## src/rtl/uart_pkg.sv

```systemverilog
// rtl/uart_pkg.sv - shared UART types, frame constants and baud divisor helper
package uart_pkg;

  typedef enum logic [1:0] {IDLE, START, DATA, STOP} uart_state_e;

  localparam int UART_DATA_BITS = 8;
  localparam int UART_STOP_BITS = 1;

  // Rounded to the nearest whole clock so the bit rate error stays under half a cycle.
  function automatic int clks_per_bit(input int clk_hz, input int baud);
    return (clk_hz + baud / 2) / baud;
  endfunction

endpackage

```

## src/rtl/sync_fifo.sv

```systemverilog
// rtl/sync_fifo.sv - registered show-ahead FIFO shared by the UART transmit and receive paths
module sync_fifo #(
  parameter int WIDTH = 8,
  parameter int DEPTH = 4
) (
  input  logic                     CLK,
  input  logic                     RESET,
  input  logic                     push,
  input  logic [WIDTH-1:0]         push_data,
  input  logic                     pop,
  output logic [WIDTH-1:0]         pop_data,
  output logic                     full,
  output logic                     empty,
  output logic [$clog2(DEPTH):0]   level
);

  localparam int AW = $clog2(DEPTH);

  logic [WIDTH-1:0] mem_q [DEPTH];
  logic [AW-1:0]    wr_ptr_q;
  logic [AW-1:0]    rd_ptr_q;
  logic [AW:0]      level_q;
  logic [AW:0]      level_d;
  logic             do_push;
  logic             do_pop;

  assign full     = (level_q == (AW+1)'(DEPTH));
  assign empty    = (level_q == '0);
  assign do_push  = push && !full;
  assign do_pop   = pop && !empty;
  assign pop_data = mem_q[rd_ptr_q];
  assign level    = level_q;

  always_comb begin
    level_d = level_q;
    if (do_push && !do_pop) begin
      level_d = level_q + (AW+1)'(1);
    end else if (do_pop && !do_push) begin
      level_d = level_q - (AW+1)'(1);
    end
  end

  // DEPTH is a power of two, so the pointers wrap on natural overflow.
  always_ff @(posedge CLK) begin
    if (RESET) begin
      wr_ptr_q <= '0;
      rd_ptr_q <= '0;
      level_q  <= '0;
    end else begin
      if (do_push) begin
        wr_ptr_q <= wr_ptr_q + AW'(1);
      end
      if (do_pop) begin
        rd_ptr_q <= rd_ptr_q + AW'(1);
      end
      level_q <= level_d;
    end
  end

  always_ff @(posedge CLK) begin
    if (do_push) begin
      mem_q[wr_ptr_q] <= push_data;
    end
  end

endmodule

```

## src/rtl/uart_tx_fifo.sv

```systemverilog
// rtl/uart_tx_fifo.sv - FIFO-buffered 8N1 UART transmitter driving the TXD pin
module uart_tx_fifo
  import uart_pkg::*;
#(
  parameter int CLK_FREQ_HZ = 10000000,
  parameter int BAUD        = 115200,
  parameter int FIFO_DEPTH  = 4
) (
  input  logic                          CLK,
  input  logic                          RESET,
  input  logic [7:0]                    wr_data,
  input  logic                          wr_valid,
  output logic                          wr_ready,
  output logic                          TXD,
  output logic                          busy,
  output logic [$clog2(FIFO_DEPTH):0]   fifo_level
);

  localparam int CLKS_PER_BIT = clks_per_bit(CLK_FREQ_HZ, BAUD);
  localparam int BW           = (CLKS_PER_BIT > 1) ? $clog2(CLKS_PER_BIT) : 1;
  localparam logic [BW-1:0] BAUD_LAST = BW'(CLKS_PER_BIT - 1);

  uart_state_e               state_q;
  logic [BW-1:0]             baud_q;
  logic [2:0]                bit_idx_q;
  logic [UART_DATA_BITS-1:0] shift_q;
  logic                      txd_q;

  logic                      fifo_full;
  logic                      fifo_empty;
  logic                      pop;
  logic                      bit_done;
  logic [UART_DATA_BITS-1:0] head;

  sync_fifo #(
    .WIDTH (UART_DATA_BITS),
    .DEPTH (FIFO_DEPTH)
  ) u_fifo (
    .CLK       (CLK),
    .RESET     (RESET),
    .push      (wr_valid),
    .push_data (wr_data),
    .pop       (pop),
    .pop_data  (head),
    .full      (fifo_full),
    .empty     (fifo_empty),
    .level     (fifo_level)
  );

  assign bit_done = (baud_q == BAUD_LAST);
  // STOP pops on its last cycle so consecutive frames abut with no idle bit.
  assign pop      = !fifo_empty && ((state_q == IDLE) || ((state_q == STOP) && bit_done));
  assign wr_ready = !fifo_full;
  assign TXD      = txd_q;
  assign busy     = (state_q != IDLE) || (fifo_level != '0);

  always_ff @(posedge CLK) begin
    if (RESET) begin
      state_q   <= IDLE;
      baud_q    <= '0;
      bit_idx_q <= '0;
      shift_q   <= '0;
      txd_q     <= 1'b1;
    end else begin
      case (state_q)
        IDLE: begin
          txd_q <= 1'b1;
          if (pop) begin
            state_q <= START;
            shift_q <= head;
            baud_q  <= '0;
            txd_q   <= 1'b0;
          end
        end
        START: begin
          if (bit_done) begin
            state_q   <= DATA;
            bit_idx_q <= '0;
            baud_q    <= '0;
            txd_q     <= shift_q[0];
          end else begin
            baud_q <= baud_q + BW'(1);
          end
        end
        DATA: begin
          if (bit_done) begin
            baud_q <= '0;
            if (bit_idx_q == 3'(UART_DATA_BITS - 1)) begin
              state_q <= STOP;
              txd_q   <= 1'b1;
            end else begin
              bit_idx_q <= bit_idx_q + 3'd1;
              shift_q   <= {1'b0, shift_q[UART_DATA_BITS-1:1]};
              txd_q     <= shift_q[1];
            end
          end else begin
            baud_q <= baud_q + BW'(1);
          end
        end
        STOP: begin
          if (bit_done) begin
            baud_q <= '0;
            if (pop) begin
              state_q <= START;
              shift_q <= head;
              txd_q   <= 1'b0;
            end else begin
              state_q <= IDLE;
              txd_q   <= 1'b1;
            end
          end else begin
            baud_q <= baud_q + BW'(1);
          end
        end
        default: begin
          state_q <= IDLE;
          txd_q   <= 1'b1;
        end
      endcase
    end
  end

endmodule

```

## config.mk

```make
export PLATFORM = sky130hd
export DESIGN_NAME = uart_tx_fifo
export DESIGN_NICKNAME = d
export VERILOG_FILES = /design/src/rtl/uart_pkg.sv /design/src/rtl/sync_fifo.sv /design/src/rtl/uart_tx_fifo.sv
export SDC_FILE = /design/constraint.sdc
export NUM_CORES = 1
export LEC_CHECK = 0
export CAP_MARGIN = 10
export CORE_AREA = 2 2 70 86
export DETAILED_ROUTE_END_ITERATION = 7
export DIE_AREA = 0 0 72 88
export DONT_BUFFER_PORTS = 1
export PLACE_DENSITY = 0.75
export SYNTH_ARGS = -nofsm -noshare
export SYNTH_HDL_FRONTEND = slang
export SYNTH_HIERARCHICAL = 1
export SYNTH_SLANG_ARGS = --single-unit
```

## constraint.sdc

```tcl
create_clock -name CLK -period 4.6 [get_ports CLK]
set_clock_uncertainty 0.2 [all_clocks]
set_input_delay 0.46 -clock CLK [delete_from_list [all_inputs] [get_ports CLK]]
set_output_delay 0.46 -clock CLK [all_outputs]
set_load 0.02 [all_outputs]
```

==> results of run 1 <==
## registers in the layout, summed over array words and instances (netlist names), named ones only
| name | cells |
|---|---|
| TXD | 1 |
| baud_q | 7 |
| bit_idx_q | 3 |
| shift_q | 8 |
| state_q | 2 |
| u_fifo/level | 3 |
| u_fifo/mem_q | 32 |
| u_fifo/rd_ptr_q | 2 |
| u_fifo/wr_ptr_q | 2 |
## critical path: cells and delay by family (launching register included)
kind,cells,cell delay (ps)
and+or+nand+nor,3,1070
adders and majority gates,2,600
DFF,1,470
AOI/OAI and AO/OA,3,400
xor gates and xnor gates,1,170
buffers and inverters,1,60
## cells in the mapped netlist, types with 2 or more instances
cell	count	share of area (%)
nor2b_1	8	1.7
a21oi_1	8	1.4
and2_1	6	1.3
o32ai_1	2	0.59
ha_1	14	5.9
nand3_1	5	0.84
nor2_1	21	2.7
or3_1	2	0.42
nor3_1	6	1.0
buf_2	3	0.51
o21ai_0	6	1.0
mux2i_1	12	4.1
dfxtp_1	30	20
o22ai_2	2	0.84
clkbuf_1	5	0.63
nand2b_1	8	1.7
inv_1	13	1.6
edfxtp_1	32	32
xor2_1	4	1.2
mux2_2	7	2.7
a311oi_1	4	1.2
a31oi_1	3	0.63
mux4_2	8	6.1
nand2_1	9	1.1
## final cells by class
type / count / area [um2] / area share [%]
multi-input cells: 157 / 1320 / 39.8
clock buffers: 10 / 128 / 3.85
well taps: 64 / 80.1 / 2.42
repair buffers: 9 / 90.1 / 2.72
inverters: 13 / 48.8 / 1.47
flip-flops and latches: 62 / 1560 / 47.1
clock inverters: 6 / 86.3 / 2.61
## cells by family after synthesis
| logic type | count (synthesis) |
|---|---|
| buffers and inverters | 21 |
| multiplexers | 27 |
| flip-flops | 62 |
| XOR/XNOR | 4 |
| AND/OR/NAND/NOR | 72 |
| adder cells (fa/ha/maj) | 15 |
| AO/OA/AOI/OAI | 39 |
## per-layer routing
metal / part of all wire (%) / vias up / track usage [%]
met4: 1.5 / 0 / 9.43
met1: 43 / 867 / 21.2
li1: - / 912 / -
met5: 0 / - / 0
met3: 3.7 / 7 / 7.36
met2: 52 / 34 / 28.8
## power by group through the flow
stage	Clock, mW	Combinational (mW)	Sequential [mW]
after CTS	0.522	0.616	0.789
after global placement	0	0.597	0.795
after floorplan	0	0.541	0.758
final	0.514	0.624	0.787
after detailed placement	0	0.608	0.801
after global routing	0.547	0.698	0.803
## worst paths after layout
kind	start	end	slack (ps)	depth (start not counted)
setup reg to reg	u_fifo/level[0]	u_fifo/level[2]	1540	10
hold reg to reg	shift_q[7]	shift_q[7]	300	2
hold / removal	RESET	TXD	30	1
setup / recovery	u_fifo/level[0]	u_fifo/level[2]	1540	10
## per-stage QoR
| stage | setup slack (ps) | hold WS, ps | power [mW] | instance area [um2] | util (%) |
|---|---|---|---|---|---|
| CTS | 1540 | 4.50 | 1.93 | 3230 | 58.6 |
| floorplan | 1800 | 261 | 1.30 | 2960 | - |
| detailed placement | 1550 | 286 | 1.41 | 3010 | 54.5 |
| finish | 1540 | 31.4 | 1.92 | 3310 | 60.0 |
| global route | 1290 | 21.5 | 2.05 | 3310 | 60.0 |
| global placement | 1670 | 275 | 1.39 | 3010 | 54.5 |
## repair_timing
| item | in CTS | in global routing |
|---|---|---|
| hold buffers | 1 | 8 |
| endpoints found under the hold margin | 16 | 32 |
| setup endpoints to repair | 0 | 0 |
==> results.py, run 1 <==
metrics = {
    "min_path": {
        "hold_class": "in2reg",
    },
    "timing": {
        "fin_setup_tns_ps": 0,
        "finalSetupViolCount": 0,
        "period_share_pct": 66.5,
        "max_slew_margin_pct": 46.1,
        "rsz0062_at_grt": "false",
        "hold_viol": 0,
        "worst_pin_slew_ps": 808,
        "drv_slew": 0,
        "period_needed_ps": 3060,
        "max_freq_ghz": 0.327,
    },
    "critical_path": {
        "path_class": "reg2reg",
        "crit_required_ps": 4660,
        "critPathMaxFanout": 8,
        "crit_path_start_kind": "flip-flop",
        "path_cells": "nor3_1 -> nand4b_1 -> o22ai_2 -> o31ai_2 -> ha_1 -> inv_1 -> fa_1 -> xor2_1 -> or3_1 -> a21oi_1",
        "cp_data_arrival_time_ps": 3120,
        "worst_setup_path_end_kind": "flip-flop",
        "cpPeakStageDelay_ps": 550,
        "crit_slowest_cell": "nor3_1",
    },
    "pwr": {
        "p_per_area_nw_per_um2": 581,
        "combPwrFrac_pct": 32.4,
        "p_int_mw": 1.28,
        "power.share.clock_pct": 26.7,
        "swShare_pct": 33.4,
        "power.switching_mw": 0.642,
        "power_frac_seq_pct": 40.9,
        "p_leak_nw": 1.18,
        "max-vdd-ir-drop_uv": 349,
    },
    "global_route": {
        "antenna_found_initial": 0,
        "grt_max_degree": 29,
        "grt_overflow": 0,
        "grt_pass1_vias": 1819,
        "grt_pass1_wl_um": 8510,
        "grtUsageTotal_pct": 18.1,
    },
    "clock_network": {
        "clk_path_buf_depth": 2,
        "cts_resized": 0,
        "post_cts_buffers": 0,
        "clock-sinks": 62,
        "root_buffer": "clkbuf_8",
        "cts_made_buffers": 9,
        "cts_max_level": 3,
        "cts_tree": "done",
        "clkSlewWorstSetupHoldPaths_ps": 70,
        "clock_latency_ps": 340,
    },
    "synth": {
        "synth_top_family_by_area": "simple AND/OR/NAND/NOR gates",
        "synth_seq_cells": 62,
        "ys_seq_area_share_pct": 52.7,
        "synth-simple-area-share_pct": 13.5,
        "synthMuxAreaShare_pct": 12.8,
        "ys_types": 46,
        "syn_area_per_cell_um2": 12.3,
        "synth_cells": 240,
        "syn_area_um2": 2960,
        "async_flop_share_pct": 0,
        "synth_adder_area_share_pct": 6.59,
        "synth_ff_type": "edfxtp_1",
        "synth_edf_count": 32,
        "synth_compound_area_share_pct": 10.4,
        "synth_xor_xnor_area_share_pct": 1.18,
        "yosys_warnings": 6,
        "syn-num-nets": 266,
    },
    "finish": {
        "diodes": 0,
        "fin_cells": 321,
        "mostFrequentLayoutCells": "edfxtp_1, dfxtp_1, nor2_1",
        "final_common_cell": "edfxtp_1",
        "fillers": 411,
        "drive_gt1_share_pct": 15.2,
        "area_delta_synth_final_pct": 11.8,
        "nNetsFinal": 278,
    },
    "floorplan": {
        "core-area_um2": 5520,
        "die_x_um": 72,
        "dieHeight_um": 88,
        "ios": 17,
        "start_util_pct": 53.7,
        "die_area_um2": 6340,
        "rows": 30,
    },
    "routing": {
        "wl_um": 5030,
        "drt-initial-drc-count": 80,
        "drc": 0,
        "num_vias": 1820,
        "dr.pass1.iters": 4,
        "wl_per_cell_um": 15.7,
        "viasPerCell": 5.67,
        "final_antenna_net_count": 0,
    },
    "place": {
        "portBuffers": 0,
        "dp_cells": 296,
        "dp_hpwl_um": 3310,
        "gp_congestion": 0.856,
    },
    "job": {
        "drv_cap": 0,
    },
    "run_status": {
        "status": "complete, no violations",
    },
}
(Power assumes the default switching activity.)
==> run 2: changes to the inputs <==
--- a/config.mk
+++ b/config.mk
@@ -10,7 +10,7 @@
 export DETAILED_ROUTE_END_ITERATION = 7
 export DIE_AREA = 0 0 72 88
 export DONT_BUFFER_PORTS = 1
-export PLACE_DENSITY = 0.75
+export PLACE_DENSITY = 0.78
 export SYNTH_ARGS = -nofsm -noshare
 export SYNTH_HDL_FRONTEND = slang
 export SYNTH_HIERARCHICAL = 1
==> constraint.sdc (replaced) <==
create_clock -name CLK -period 2.5 [get_ports CLK]
set_clock_uncertainty 0.2 [all_clocks]
set_input_delay 0.25 -clock CLK [delete_from_list [all_inputs] [get_ports CLK]]
set_output_delay 0.25 -clock CLK [all_outputs]
set_load 0.02 [all_outputs]
==> run 2 against run 1 <==
Combinational power up 130%. Cell count up 4.7%. Power up 87%. Flip-flop and latch count unchanged. Via count up 5.7%. Critical endpoint unchanged. Highest routed layer unchanged.
==> results.py, run 2 (synthesized netlist as in run 1, its figures left out) <==
metrics = {
    "timing": {
        "period_needed_ps": 2360,
        "max_slew_margin_pct": 70.3,
        "fin_setup_tns_ps": 0,
        "max_freq_ghz": 0.424,
        "period_share_pct": 94.4,
        "worst_pin_slew_ps": 446,
        "finalSetupViolCount": 0,
        "rsz0062_at_grt": "false",
        "whs_ps": 31.9,
        "drv_slew": 0,
        "hold_viol": 0,
    },
    "pwr": {
        "p_per_area_nw_per_um2": 1040,
        "max-vdd-ir-drop_uv": 778,
        "power.share.clock_pct": 20.8,
        "power_frac_seq_pct": 38.6,
        "power.switching_mw": 1.25,
        "combPwrFrac_pct": 40.6,
        "swShare_pct": 34.8,
        "p_int_mw": 2.34,
        "p_leak_nw": 1.23,
    },
    "global_route": {
        "antenna_found_initial": 0,
        "grt_max_degree": 42,
        "grt_pass1_wl_um": 8380,
        "grtUsageTotal_pct": 17.4,
        "grt_overflow": 0,
        "grt_pass1_vias": 1799,
    },
    "finish": {
        "final_cell_area_um2": 3450,
        "reg.largest.list": "u_fifo/mem_q: 32 flops, shift_q: 8 flops, baud_q: 7 flops",
        "top_register": "u_fifo/mem_q",
        "fin_cells": 336,
        "mostFrequentLayoutCells": "edfxtp_1, dfxtp_1, nor2_1",
        "fillers": 381,
        "area_delta_synth_final_pct": 16.6,
        "diodes": 0,
        "postLayoutCoreUtil_pct": 62.6,
        "final_common_cell": "edfxtp_1",
        "largest_reg_flops": 32,
        "nNetsFinal": 293,
        "drive_gt1_share_pct": 25.0,
    },
    "floorplan": {
        "dieHeight_um": 88,
        "core-area_um2": 5520,
        "die_area_um2": 6340,
        "start_util_pct": 53.7,
        "die_x_um": 72,
        "rows": 30,
        "ios": 17,
    },
    "routing": {
        "top_layer_used": "met4",
        "met1Wirelength_um": 2250,
        "drc": 0,
        "route.met2.wl_um": 2650,
        "wl_per_cell_um": 15.4,
        "wl_um": 5160,
        "viasPerCell": 5.73,
        "drt-initial-drc-count": 73,
        "final_antenna_net_count": 0,
        "dr_wl_met3_um": 199,
        "num_vias": 1924,
        "dr.pass1.iters": 4,
    },
    "run_status": {
        "status": "complete, no violations",
    },
    "critical_path": {
        "critPathMaxFanout": 2,
        "cp_data_arrival_time_ps": 2420,
        "crit_path_start_kind": "flip-flop",
        "crit_slowest_cell": "dfxtp_4",
        "worst_setup_path_end_kind": "flip-flop",
        "path_class": "reg2reg",
        "cpPeakStageDelay_ps": 350,
        "path_cells": "nor3_4 -> nand4b_1 -> o22ai_4 -> o31ai_4 -> ha_2 -> inv_1 -> fa_2 -> xor2_1 -> or3_1 -> a21oi_1",
        "crit_required_ps": 2560,
    },
    "place": {
        "dp_cells": 306,
        "dp_hpwl_um": 3420,
        "placed_cell_area_um2": 3130,
        "portBuffers": 0,
        "gp_congestion": 0.822,
    },
    "job": {
        "drv_cap": 0,
    },
    "clock_network": {
        "cts_tree": "done",
        "cts_made_buffers": 9,
        "clock_latency_ps": 320,
        "root_buffer": "clkbuf_8",
        "cts_max_level": 3,
        "clk_path_buf_depth": 2,
        "clkSlewWorstSetupHoldPaths_ps": 70,
        "clock-sinks": 62,
    },
    "min_path": {
        "hold_class": "in2reg",
    },
}
run 2: path summary, 6_finish.rpt:
path,from,endpoint,slack (ps),cells after the start
max,u_fifo/level[2],u_fifo/level[2],140,10
min reg2reg,shift_q[7],shift_q[7],290,2
min,RESET,state_q[0],30,3
max reg2reg,u_fifo/level[2],u_fifo/level[2],140,10
run 2: repair_timing:
action                                  4_1_cts  5_1_grt
buffers inserted                              0        3
endpoints found under the setup margin        0        1
hold buffers                                 11        0
endpoints found under the hold margin        62        0
resized for setup                             0        6
run 2: final cells by class:
cell class | count | area, um2 | share of cell area (%)
multi-input cells | 157 | 1360 | 39.3
flip-flops and latches | 62 | 1580 | 45.6
repair buffers | 24 | 218 | 6.30
well taps | 64 | 80.1 | 2.32
clock buffers | 9 | 124 | 3.59
clock inverters | 7 | 50.0 | 1.45
inverters | 13 | 48.8 | 1.41
run 2: power groups by stage:
stage               combinational (mW)  clock [mW]  sequential (mW)
finish                            1.46       0.749             1.39
detailed placement                1.37           0             1.40
global placement                  1.35           0             1.39
CTS                               1.41       0.771             1.38
floorplan                         1.04           0             1.42
global route                      1.59       0.817             1.40
run 2: critical path, delay by kind of cell (launching register included):
| kind | cells | cell delay (ps) |
|---|---|---|
| adder cells (fa/ha/maj) | 2 | 560 |
| flip-flops | 1 | 350 |
| buffers and inverters | 1 | 50 |
| AND/OR/NAND/NOR | 3 | 670 |
| AO/OA/AOI/OAI | 3 | 280 |
| XOR/XNOR | 1 | 170 |
run 2: layer usage:
| metal | global-route usage, % | up-vias |
|---|---|---|
| met4 | 7.20 | 0 |
| met5 | 0 | - |
| met3 | 5.29 | 6 |
| met1 | 21.0 | 921 |
| li1 | - | 948 |
| met2 | 29.1 | 49 |
run 2: per-stage QoR:
step | setup WS, ps | power [mW]
2_1_floorplan | 6.46 | 2.46
3_5_place_dp | 46.1 | 2.78
6_report | 140 | 3.59
4_1_cts | 31.8 | 3.56
5_1_grt | 19.9 | 3.82
3_3_place_gp | 110 | 2.75
==> run 3: changes to the inputs <==
--- a/config.mk
+++ b/config.mk
@@ -10,6 +10,7 @@
 export DETAILED_ROUTE_END_ITERATION = 7
 export DIE_AREA = 0 0 72 88
 export DONT_BUFFER_PORTS = 1
+export MAX_ROUTING_LAYER = met4
 export PLACE_DENSITY = 0.78
 export SYNTH_ARGS = -nofsm -noshare
 export SYNTH_HDL_FRONTEND = slang
==> run 3 against run 2 <==
Register-to-register slack hardly changed. Power is essentially flat. Via count down 1.1%. Core utilization is the same.
==> results.py, run 3 (synthesized netlist as in run 1, its figures left out) <==
metrics = {
    "finish": {
        "nNetsFinal": 293,
        "diodes": 0,
        "reg.largest.list": "u_fifo/mem_q: 32 flops, shift_q: 8 flops, baud_q: 7 flops",
        "final_common_cell": "edfxtp_1",
        "top_register": "u_fifo/mem_q",
        "final_cell_area_um2": 3450,
        "area_delta_synth_final_pct": 16.6,
        "drive_gt1_share_pct": 25.0,
        "largest_reg_flops": 32,
        "mostFrequentLayoutCells": "edfxtp_1, dfxtp_1, nor2_1",
    },
    "timing": {
        "rsz0062_at_grt": "false",
        "fin_setup_tns_ps": 0,
        "period_share_pct": 94.4,
        "finalSetupViolCount": 0,
        "drv_slew": 0,
        "whs_ps": 31.5,
        "hold_viol": 0,
        "worst_pin_slew_ps": 426,
        "worst_slack_ps": 140,
        "max_slew_margin_pct": 71.6,
        "max_freq_ghz": 0.424,
        "period_needed_ps": 2360,
    },
    "global_route": {
        "grt_overflow": 0,
        "grt_pass1_vias": 1794,
        "grt_max_degree": 42,
        "grt_pass1_wl_um": 8400,
        "grtUsageTotal_pct": 17.9,
        "antenna_found_initial": 0,
    },
    "clock_network": {
        "root_buffer": "clkbuf_8",
        "clk_path_buf_depth": 2,
        "clkSlewWorstSetupHoldPaths_ps": 70,
        "clock_latency_ps": 330,
        "cts_max_level": 3,
        "cts_tree": "done",
        "clock-sinks": 62,
        "cts_made_buffers": 9,
    },
    "critical_path": {
        "rrSetupSlack_ps": 140,
        "path_cells": "nor3_4 -> nand4b_1 -> o22ai_4 -> o31ai_4 -> ha_2 -> inv_1 -> fa_2 -> xor2_1 -> or3_1 -> a21oi_1",
        "crit_path_start_kind": "flip-flop",
        "crit_required_ps": 2560,
        "path_class": "reg2reg",
        "rr_worst_depth": 10,
        "cp_data_arrival_time_ps": 2420,
        "critPathMaxFanout": 2,
        "cpPeakStageDelay_ps": 350,
        "crit_slowest_cell": "dfxtp_4",
        "worst_setup_path_end_kind": "flip-flop",
    },
    "floorplan": {
        "ios": 17,
        "die_x_um": 72,
        "die_area_um2": 6340,
        "dieHeight_um": 88,
        "core-area_um2": 5520,
        "start_util_pct": 53.7,
        "rows": 30,
    },
    "routing": {
        "wl_um": 5140,
        "dr.pass1.iters": 4,
        "viasPerCell": 5.66,
        "wl_per_cell_um": 15.3,
        "final_antenna_net_count": 0,
        "drt-initial-drc-count": 79,
        "num_vias": 1903,
        "drc": 0,
    },
    "pwr": {
        "p_total_mw": 3.59,
        "p_per_area_nw_per_um2": 1040,
        "p_leak_nw": 1.23,
        "max-vdd-ir-drop_uv": 777,
    },
    "place": {
        "place_ws_ps": 46.1,
        "placed_cell_area_um2": 3130,
        "gp_congestion": 0.834,
        "dp_hpwl_um": 3420,
        "portBuffers": 0,
    },
    "run_status": {
        "status": "complete, no violations",
    },
    "job": {
        "drv_cap": 0,
    },
    "min_path": {
        "holdPathStages": 3,
        "hold_class": "in2reg",
    },
}
==> run 3: routing by layer <==
layer / vias up / wire length [um] / GRT usage (%)
met4: 0 / 88 / 6.69
met2: 37 / 2610 / 29.1
met3: 8 / 175 / 5.18
met1: 910 / 2270 / 21.2
met5: - / 0 / -
li1: 948 / - / -
==> run 3: timing repair <==
action,CTS,global route
endpoints found under the setup margin,0,1
endpoints found under the hold margin,62,0
hold buffers,11,0
buffers inserted,0,3
resized for setup,0,6
==> run 3: worst paths after layout <==
| check | startpoint | to |
|---|---|---|
| worst max-delay path | u_fifo/level[2] | u_fifo/level[2] |
| worst min-delay path | RESET | state_q[0] |
| worst max register to register | u_fifo/level[2] | u_fifo/level[2] |
| worst min register to register | shift_q[7] | shift_q[7] |
==> run 3: worst max-delay path, delay by kind of cell (launching register included) <==
kind | cells | cell delay [ps]
flip-flops | 1 | 350
adder cells (fa/ha/maj) | 2 | 560
XOR/XNOR | 1 | 170
AO/OA/AOI/OAI | 3 | 280
AND/OR/NAND/NOR | 3 | 670
buffers and inverters | 1 | 50
==> run 3: cell type report <==
type | count | area (um2)
Fill cell | 381 | 2060
Sequential cell | 62 | 1580
Multi-Input combinational cell | 157 | 1360
Timing Repair Buffer | 24 | 218
Clock buffer | 9 | 124
Tap cell | 64 | 80.1
Clock inverter | 7 | 50.0
Inverter | 13 | 48.8
==> run 3: where the power goes <==
group	switching (mW)	total, mW	internal (mW)
clock network	0.390	0.750	0.360
logic	0.746	1.46	0.712
registers	0.114	1.39	1.27
==> run 3: metrics by stage <==
step                      util [%]  std cells
after floorplan                  -        240
after global placement        56.7        306
after detailed placement      56.7        306
after CTS                     62.0        333
after global routing          62.6        336
final                         62.6        336
